`src/rtl/mips_pkg.sv`:
```
// Shared fetch-stage types: state encoding, IF/ID and skid records, PC arithmetic.
// No logic of its own; latency and backpressure are defined by the users of these types.
// All PC arithmetic is 32-bit modulo.
package mips_pkg;

    localparam int WORD_W = 32;
    localparam logic [WORD_W-1:0] PC_INC = 32'd4;
    localparam logic [WORD_W-1:0] NOP    = 32'h0000_0000;

    typedef enum logic [1:0] {
        FETCH = 2'd0,
        HOLD  = 2'd1,
        DRAIN = 2'd2
    } fetch_state_t;

    typedef struct packed {
        logic              valid;
        logic [WORD_W-1:0] instr;
        logic [WORD_W-1:0] pc;
        logic [WORD_W-1:0] pcplus4;
    } ifid_t;

    typedef struct packed {
        logic [WORD_W-1:0] instr;
        logic [WORD_W-1:0] pc;
    } skid_t;

    function automatic logic [WORD_W-1:0] next_pc(input logic [WORD_W-1:0] cur);
        return cur + PC_INC;
    endfunction

endpackage

```
`src/rtl/flopenrc.sv`:
```
// Register with async reset to RESET_VAL, synchronous clear (wins over enable) and load enable.
// Latency: one clock edge from d to q.
// Backpressure: en low holds q.
module flopenrc #(
    parameter int               WIDTH     = 32,
    parameter logic [WIDTH-1:0] RESET_VAL = '0
) (
    input  logic             clk,
    input  logic             reset,
    input  logic             en,
    input  logic             clear,
    input  logic [WIDTH-1:0] d,
    output logic [WIDTH-1:0] q
);

    always_ff @(posedge clk or posedge reset) begin
        if (reset) begin
            q <= RESET_VAL;
        end else if (clear) begin
            q <= '0;
        end else if (en) begin
            q <= d;
        end
    end

endmodule

```
`src/rtl/fetch_stage.sv`:
```
// Instruction fetch: drives the imem request and fills the IF/ID register, with a one-word skid and redirect drain.
// Latency: an acked word appears on IF/ID at the edge after its ack.
// Backpressure: stall_d parks an acked word in the skid buffer and drops imem_req until decode accepts it.
module fetch_stage
    import mips_pkg::*;
#(
    parameter logic [31:0] RESET_PC = 32'h0000_0000
) (
    input  logic        clk,
    input  logic        reset,
    input  logic        stall_d,
    input  logic        flush_d,
    input  logic        redirect_valid,
    input  logic [31:0] redirect_pc,
    output logic        imem_req,
    output logic [31:0] imem_addr,
    input  logic        imem_ack,
    input  logic [31:0] imem_rdata,
    output logic [31:0] instr_d,
    output logic [31:0] pc_d,
    output logic [31:0] pcplus4_d,
    output logic        valid_d
);

    fetch_state_t      state;
    logic [WORD_W-1:0] pc;
    logic [WORD_W-1:0] pc_next;
    logic [WORD_W-1:0] target;
    skid_t             skid;
    skid_t             src;
    ifid_t             ifid_q;
    ifid_t             ifid_d;
    logic              ack;
    logic              pc_en;
    logic              ifid_load;
    logic              ifid_clr;

    assign imem_req  = ~reset & (state != HOLD);
    assign imem_addr = pc;
    assign ack       = imem_ack & (state != HOLD);

    always_comb begin
        pc_en     = 1'b0;
        pc_next   = pc;
        ifid_load = 1'b0;
        case (state)
            FETCH: begin
                if (redirect_valid) begin
                    if (ack) begin
                        pc_en   = 1'b1;
                        pc_next = redirect_pc;
                    end
                end else if (ack) begin
                    pc_en     = 1'b1;
                    pc_next   = next_pc(pc);
                    ifid_load = ~stall_d;
                end
            end
            HOLD: begin
                if (redirect_valid) begin
                    pc_en   = 1'b1;
                    pc_next = redirect_pc;
                end else begin
                    ifid_load = ~stall_d;
                end
            end
            DRAIN: begin
                // The outstanding word is dropped; a redirect arriving with the ack is newest.
                if (ack) begin
                    pc_en   = 1'b1;
                    pc_next = redirect_valid ? redirect_pc : target;
                end
            end
            default: begin
                pc_en = 1'b0;
            end
        endcase

        if (state == HOLD) begin
            src = skid;
        end else begin
            src.instr = imem_rdata;
            src.pc    = pc;
        end
        ifid_d.valid   = 1'b1;
        ifid_d.instr   = src.instr;
        ifid_d.pc      = src.pc;
        ifid_d.pcplus4 = next_pc(src.pc);

        // Flush kills only what sits in or would enter IF/ID this edge; a word parked
        // in the skid under stall is the next instruction and survives.
        ifid_clr = redirect_valid | flush_d | (~stall_d & ~ifid_load);
    end

    always_ff @(posedge clk or posedge reset) begin
        if (reset) begin
            state      <= FETCH;
            skid.instr <= NOP;
            skid.pc    <= '0;
            target     <= '0;
        end else begin
            case (state)
                FETCH: begin
                    if (redirect_valid) begin
                        if (!ack) begin
                            target <= redirect_pc;
                            state  <= DRAIN;
                        end
                    end else if (ack && stall_d) begin
                        skid.instr <= imem_rdata;
                        skid.pc    <= pc;
                        state      <= HOLD;
                    end
                end
                HOLD: begin
                    if (redirect_valid || !stall_d) begin
                        state <= FETCH;
                    end
                end
                DRAIN: begin
                    if (redirect_valid) begin
                        target <= redirect_pc;
                    end
                    if (ack) begin
                        state <= FETCH;
                    end
                end
                default: begin
                    state <= FETCH;
                end
            endcase
        end
    end

    flopenrc #(
        .WIDTH     (WORD_W),
        .RESET_VAL (RESET_PC)
    ) u_pc_reg (
        .clk   (clk),
        .reset (reset),
        .en    (pc_en),
        .clear (1'b0),
        .d     (pc_next),
        .q     (pc)
    );

    flopenrc #(
        .WIDTH     ($bits(ifid_t)),
        .RESET_VAL ('0)
    ) u_ifid_reg (
        .clk   (clk),
        .reset (reset),
        .en    (ifid_load),
        .clear (ifid_clr),
        .d     (ifid_d),
        .q     (ifid_q)
    );

    assign valid_d   = ifid_q.valid;
    assign instr_d   = ifid_q.instr;
    assign pc_d      = ifid_q.pc;
    assign pcplus4_d = ifid_q.pcplus4;

endmodule

```
`config.mk`:
```
export PLATFORM = sky130hd
export DESIGN_NAME = fetch_stage
export DESIGN_NICKNAME = d
export VERILOG_FILES = /design/src/rtl/mips_pkg.sv /design/src/rtl/flopenrc.sv /design/src/rtl/fetch_stage.sv
export SDC_FILE = /design/constraint.sdc
export NUM_CORES = 1
export LEC_CHECK = 0
export ABC_CLOCK_PERIOD_IN_PS = 11000
export BUFFER_PORTS_ARGS = -buffer_cell sky130_fd_sc_hd__buf_2
export CAP_MARGIN = 20
export CORE_UTILIZATION = 62
export CTS_CLUSTER_DIAMETER = 200
export DETAILED_ROUTE_END_ITERATION = 6
export PLACE_DENSITY = 0.84
export SYNTH_ARGS = -nofsm -noshare
export SYNTH_HDL_FRONTEND = slang
export SYNTH_HIERARCHICAL = 1
export SYNTH_SLANG_ARGS = --single-unit
export TNS_END_PERCENT = 1
```
`constraint.sdc`:
```
create_clock -name clk -period 11 [get_ports clk]
set_input_delay 0.55 -clock clk [delete_from_list [all_inputs] [get_ports clk]]
set_output_delay 0.55 -clock clk [all_outputs]
set_load 0.01 [all_outputs]
```
* Yosys cells after proc, flatten, opt, wreduce, memory -nomap -nowiden *
Cells that the tools add are included.
Widths: inputs -> output; s select.

operators by class
  reductions and logical operators = 12
  bitwise logic cells = 9
  equal/unequal tests = 11
  add/sub/neg operators = 2
  multiplexer cells = 26

operators by type and width
  cell                   number
  $mux 32                8
  $mux 97                2
  $pmux 32 s3            1
  $add 32x3->32 const B  2
  $mux 64                1
  $pmux 32 s2            1
  $mux 2                 5
  $ne 2x2->1 const B     5
  $ne 3x3->1 const B     2
  $pmux 2 s3             1
  $reduce_and 3->1       2
  $mux 1                 5
  $reduce_and 5->1       1
  $ne 2x1->1 const B     2
  $not 1->1              4
  $pmux 1 s2             2
  $reduce_and 4->1       1
  $reduce_bool 2->1      2
  $and 1x1->1            3
  $reduce_bool 3->1      1
  $eq 2x1->1 const B     1
  $eq 2x2->1 const B     1
  $logic_not 2->1        1
  $or 1x1->1             2
  other kinds (4)        4

word-level totals
  register bits = 227
  output and inout port bits = 130
  input port bits = 70

* Logic depth before layout (Yosys ltp) *
Gate-level depths: netlist (run 1).

  word-level depth = 9
  depth in mapped cells = 17
  depth with buffers taken out = 12

* Modules after synthesis *
Netlist (run 1), hierarchy kept.

modules (own cells, without submodules)
  module                  cells each  instances  area each (sq um)
  fetch_stage             976         1          7693.6
  flopenrc at u_ifid_reg  314         1          3925.0
  flopenrc at u_pc_reg    104         1          1327.5

* Worst setup path before layout (run 1) *
Ideal clock, no wire load.

  path type = register -> register
  from = register state[1]
  to = register u_ifid_reg.q[30]
  arrival = 3459 ps
  period minus slack after synthesis = 3591 ps
  library setup time = 132 ps
  cell stages (with the launch flop) = 17
  data required time = 10868 ps
  path slack = 7409 ps
  cells stage by stage = dfrtp_1 > nand2b_4 > buf_6 > buf_2 > buf_2 > clkbuf_1 > clkbuf_1 > nand2_1 > nand2_1 > ha_1 > nor4b_2 > o2111ai_1 > or4_4 > a211oi_2 > xor2_1 > mux2i_1 > nor2_1

RTL lines
  item                    line                text
  from (decl)             fetch_stage.sv:25   fetch_state_t state;
  from (signal assigned)  fetch_stage.sv:97   state <= FETCH;
  from (signal assigned)  fetch_stage.sv:107  state <= DRAIN;
  from (signal assigned)  fetch_stage.sv:112  state <= HOLD;
  to (signal assigned)    flopenrc.sv:18      q <= RESET_VAL;
  to (signal assigned)    flopenrc.sv:20      q <= '0;
  to (signal assigned)    flopenrc.sv:22      q <= d;
  to (decl)               flopenrc.sv:13      output logic [WIDTH-1:0] q

==> out/results.ini, run 1 <==
[critical_path]
cp_cell_sequence = buf_4 > nand2b_4 > nand2_1 > nand2_1 > ha_1 > nor4b_2 > o2111ai_1 > or4_4 > a211oi_2 > xor2_1 > mux2i_1 > nor2_1
slowest_delay_ns = 0.89
critical_path_required_ns = 11.46
r2r_end = u_ifid_reg/q[30]
critPathMaxFanout = 74
crit_end = u_ifid_reg/q[30]
rr_startpoint = state[1]
startpoint_type = register
slowest_stage = dfrtp_1
path_common_cell = nand2_1
worstSetupPathType = register to register
critical_path.endpoint_type = register
cp_data_arrival_time_ns = 5.10
crit_start = state[1]
reg2reg_slack_ns = 6.36
r2r_cells = 12

[sta]
min_period_ns = 4.642
fin_tns_setup_ns = 0
slew_violations = 0
period_share_pct = 42.20
maxSlewHeadroom_pct = 29.71
rsz0062_at_grt = no
fmax_mhz = 215.4
fin_skew_ns = 0.02343
setup_viol = 0
finalHoldViolCount = 0
worst_pin_slew_ns = 1.049

[floorplanning]
rows = 52
io_pins = 200
initial_core_util_pct = 63.57
coreArea_mm2 = 0.02036
die_h_um = 146.5
dieArea_mm2 = 0.02146
die_x_um = 146.5

[clocking]
clk_pin_slew_ns = 0.06
cts_buffers = 25
clock_tree.buffer_depth = 3
cts_root_buffer = clkbuf_16
htreeDepth = 1
cts_tree = built
cts_sinks = 227
clk_latency_ns = 0.55
cts_setup_buffers = 0

[power_and_ir_drop]
seq_power_share_pct = 45.5
internal-power_mw = 1.539
irDropWorstVdd_uv = 119.7
pwr-share-clk_pct = 39.1
combPwrFrac_pct = 15.4
p_per_area_mw_per_mm2 = 145.1
power_switching_uw = 604.6
leakage_nw = 7.025
p_sw_share_pct = 28.21

[yosys]
async_flop_share_pct = 100.0
synth_top_area_share_pct = 43.88
ys_warn_count = 6
synth_cell_types = 74
ys_seq_elements = 227
yosysTopAreaCell = dfrtp_1
syn_area_mm2 = 0.01295
synth.avg_cell_area_um2 = 9.287
yosysSeqAreaShare_pct = 43.88
ys_top_cells_by_area = dfrtp_1 (44%), mux2i_1 (12%), mux2_2 (7.9%), nand2_1 (6.9%), nor2_1 (5.4%)
synth_cells = 1394
synth-edff-count = 0
synth_flop_cell = dfrtp_1

[placed_design]
place_inst = 1775
dp_hpwl_um = 24050
port_buffers = 199
place_congestion = 0.9935

[drt]
first_pass_iters = 7
drc = 0
drt_wl_total_um = 35870
vias = 11380
ant_nets = 0
drtIter0Drc = 797
vias_per_cell = 6.241
wl_per_cell_um = 19.66

[global_route]
antenna_found_initial = 1
grt_pass1_wl_um = 57240
groute.usage.overall_pct = 32.99
grt-ovfl-total = 0
grt_start_max_net_pins = 81
grt_pass1_vias = 11110

[worst_hold_path]
min_path_type = primary input to register

[layout]
final_cells = 1824
num-nets-final = 1607
num_antenna_cells = 0
syn2layout_area_growth_pct = 14.07
layout-drive-gt1-share_pct = 23.94

[run_status]
status = completed

[run]
cap_viol_max_count = 0

critical path, delay by kind of cell, from the launching register on:
| kind | cells | cell delay (ns) |
|---|---|---|
| muxes | 1 | 0.10 |
| and+or+nand+nor | 6 | 2.11 |
| adders and majority gates | 1 | 0.31 |
| AOI/OAI and AO/OA | 2 | 0.49 |
| xor gates and xnor gates | 1 | 0.18 |
| buffers and inverters | 1 | 0.45 |
| DFF | 1 | 0.89 |
per-stage QoR:
step           hold slack (ns)  util (%)  area, µm²  setup slack [ns]  power, mW
4_1_cts                 0.2458     72.28      14720             6.420      2.143
3_3_place_gp            0.4620     68.19      13890             6.653      1.293
5_1_grt                 0.2483     72.52      14770             6.062      2.219
3_5_place_dp            0.4699     68.19      13890             6.504      1.308
2_1_floorplan           0.4497         -      12960             7.409      1.213
6_report                0.2493     72.52      14770             6.358      2.143
Yosys cell counts (all sizes together) (13+ instances only):
library cell and instances:
a21oi 62, a31oi 19, buf 45, clkbuf 63
dfrtp 227, inv 23, mux2 92, mux2i 161
nand2 238, nand3 25, nand4 17, nor2 185
nor3 13, o21ai 60, xnor2 17
timing repair:
action | CTS | global route
resized for setup | 0 | 0
endpoints found under the hold margin | 17 | 0
hold buffers | 1 | 0
kinds of logic after synthesis:
| family | after synthesis | share of synthesized area, % |
|---|---|---|
| other cells | 2 | 0.05801 |
| mux | 253 | 20.48 |
| xor+xnor | 27 | 1.827 |
| buf+inv | 131 | 5.122 |
| compound gates | 224 | 10.85 |
| simple gates | 528 | 17.59 |
| flops | 227 | 43.88 |
| fa+ha+maj | 2 | 0.1933 |
layout make-up:
type / instances / area [µm²]
Fill cell: 1490 / 5597
Multi-Input combinational cell: 1040 / 6659
Clock buffer: 36 / 726.9
Inverter: 23 / 91.34
Tap cell: 270 / 337.8
Sequential cell: 227 / 5680
Clock inverter: 10 / 96.34
Timing Repair Buffer: 218 / 1176
state kept, by name, summed over array words and instances, names as in the netlist:
| register | cells |
|---|---|
| u_ifid_reg/q | 97 |
| skid | 64 |
| target | 32 |
| u_pc_reg/q | 32 |
| state | 2 |
layout by cell type (no fill, tap or decap), types with 17 or more instances in the layout:
| cell | count |
|---|---|
| mux2i_1 | 161 |
| inv_1 | 21 |
| a21oi_1 | 62 |
| clkbuf_16 | 25 |
| buf_2 | 198 |
| buf_4 | 17 |
| mux2_2 | 91 |
| o21ai_0 | 58 |
| nand2_1 | 238 |
| a31oi_1 | 19 |
| nand4_1 | 17 |
| nor2_1 | 185 |
| dfrtp_1 | 227 |
| xnor2_1 | 17 |
| nand3_1 | 24 |
power by group through the flow:
stage                     sequential [mW]  combinational, mW  clock [mW]
after floorplan                     0.963              0.250           0
after global placement              0.982              0.311           0
after detailed placement            0.987              0.322           0
after CTS                           0.973              0.325       0.846
after global routing                0.982              0.361       0.876
final                               0.976              0.330       0.837
layer usage:
layer / share of wire [%] / GRT usage [%] / vias up
li1: - / - / 5133
met1: 39 / 41.86 / 5566
met2: 49 / 54.79 / 555
met3: 8.1 / 7.344 / 128
met4: 3.9 / 13.39 / 2
met5: 0.036 / 0 / -
how the worst min path moves through the flow:
| stage | slack, ns | endpoint | cells after the start | start |
|---|---|---|---|---|
| final | 0.25 | skid[57] | 2 | imem_rdata[25] |
| after global routing | 0.25 | skid[63] | 2 | imem_rdata[31] |
| after CTS | 0.25 | skid[57] | 2 | imem_rdata[25] |
| after detailed placement | 0.47 | skid[31] | 2 | skid[31] |
| after global placement | 0.46 | skid[31] | 2 | skid[31] |
| after floorplan | 0.45 | skid[31] | 2 | skid[31] |
Note: power is estimated with default switching activity, not from simulation.
==> run 2: changes to the inputs <==
- ABC_CLOCK_PERIOD_IN_PS: 11000 -> 4400
- CORE_UTILIZATION: 62 -> 58
- PLACE_DENSITY: 0.84 -> 0.79
- clock period: 11 -> 4.4 ns (I/O delays scaled with it)
==> out/results.ini, run 2 (same netlist as run 1, synthesis figures left out) <==
[drt]
wl_per_cell_um = 20.20
drtIter0Drc = 957
vias = 11560
drc = 0
drt_wl_total_um = 38370
ant_nets = 0
first_pass_iters = 5
vias_per_cell = 6.082

[sta]
maxSlewHeadroom_pct = 25.95
slew_violations = 0
fin_skew_ns = 0.01477
rsz0062_at_grt = no
fmax_mhz = 322.5
period_share_pct = 70.48
setup_viol = 0
fin_tns_setup_ns = 0
min_period_ns = 3.101
worst_pin_slew_ns = 1.107
finalHoldViolCount = 0

[layout]
syn2layout_area_growth_pct = 19.82
num-nets-final = 1673
layout_common_cells = nand2_1 (238), dfrtp_1 (227), buf_2 (198)
largest_register_ffs = 97
layout-drive-gt1-share_pct = 23.22
final_cells = 1900
utilization_pct = 71.08
reg.largest.list = u_ifid_reg/q x97, skid x64
top_register = u_ifid_reg/q
finalInstanceArea_mm2 = 0.01551
fillers = 1662
mostFrequentLayoutCell = nand2_1

[critical_path]
r2r_cells = 11
reg2reg_slack_ns = 1.30
crit_start = state[1]
critPathMaxFanout = 35
r2r_end = u_ifid_reg/q[30]
critical_path.endpoint_type = register
cp_data_arrival_time_ns = 3.57
rr_startpoint = state[1]
critical_path_required_ns = 4.86
worstSetupPathType = register to register
startpoint_type = register

[clocking]
cts_buffers = 25
cts_sinks = 227
clk_latency_ns = 0.54
cts_root_buffer = clkbuf_16
clock_tree.buffer_depth = 3
cts_tree = built
htreeDepth = 1
cts_setup_buffers = 0
clk_pin_slew_ns = 0.06

[floorplanning]
io_pins = 200
initial_core_util_pct = 59.32
coreArea_mm2 = 0.02182
dieArea_mm2 = 0.02292
rows = 54
die_h_um = 151.4
die_x_um = 151.4

[placed_design]
port_buffers = 199
place_inst = 1789
dp_hpwl_um = 24810
placed_area_mm2 = 0.01395
place_congestion = 0.9365

[worst_hold_path]
min_to = state[0]
holdPathStages = 2
min_path_type = primary input to register
hold_path.startpoint = stall_d

[power_and_ir_drop]
irDropWorstVdd_uv = 307.4
p_per_area_mw_per_mm2 = 362.2
leakage_nw = 7.324
p_total_mw = 5.618

[global_route]
grt_start_max_net_pins = 98
groute.usage.overall_pct = 33.60
grt-ovfl-total = 0
grt_pass1_vias = 11400
grt_pass1_wl_um = 59900
antenna_found_initial = 1

[run_status]
status = completed

[run]
cap_viol_max_count = 0

run 2: worst max path at each step:
stage	to	slack, ns	cells past startpoint
2_1_floorplan	u_ifid_reg/q[30]	0.81	16
3_3_place_gp	u_ifid_reg/q[30]	1.46	11
3_5_place_dp	u_ifid_reg/q[30]	1.35	11
4_1_cts	u_ifid_reg/q[30]	1.32	11
5_1_grt	u_ifid_reg/q[19]	1.11	10
6_report	u_ifid_reg/q[30]	1.30	11
run 2: worst max-delay path, stage by stage (launching register included):
cell and delay [ns]:
dfrtp_1 0.38, nand2b_4 0.45, nand2_1 0.10, nand2_1 0.10, ha_1 0.31, nor4b_2 0.25
o2111ai_1 0.22, or4_4 0.62, a211oi_2 0.24, xor2_1 0.16, mux2i_1 0.08, nor2_1 0.11
run 2: report_power, final:
group	leakage, nW	switching [mW]	internal (mW)	total, mW
sequential	3.01	0.159	2.28	2.43
combinational	3.87	0.489	0.395	0.884
clock	0.437	0.903	1.40	2.30
total	7.32	1.55	4.07	5.62
run 2: per-stage QoR:
step | setup WS (ns) | hold slack (ns)
3_3_place_gp | 1.455 | 0.4187
2_1_floorplan | 0.8094 | 0.3362
6_report | 1.299 | 0.07024
3_5_place_dp | 1.354 | 0.4285
4_1_cts | 1.319 | 0.05489
5_1_grt | 1.114 | 0.05503
run 2: cell type report:
class / instances / area [µm²] / share of cell area, %
Inverter: 23 / 91.34 / 0.5888
Clock inverter: 15 / 230.2 / 1.484
Sequential cell: 227 / 5680 / 36.62
Antenna cell: 1 / 2.502 / 0.01613
Clock buffer: 30 / 674.4 / 4.347
Tap cell: 280 / 350.3 / 2.258
Timing Repair Buffer: 284 / 1824 / 11.76
Multi-Input combinational cell: 1040 / 6659 / 42.93
run 2: what timing repair did:
item | 4_1_cts | 5_1_grt
resized for setup | 0 | 0
hold buffers | 65 | 0
hold endpoints to repair | 221 | 0
run 2: layer usage:
metal | up-vias | part of all wire, % | GRT usage (%)
met2 | 509 | 49 | 56.16
met4 | 0 | 4.1 | 15.05
li1 | 5270 | - | -
met3 | 122 | 7.7 | 7.048
met1 | 5654 | 39 | 41.75
met5 | - | 0 | 0
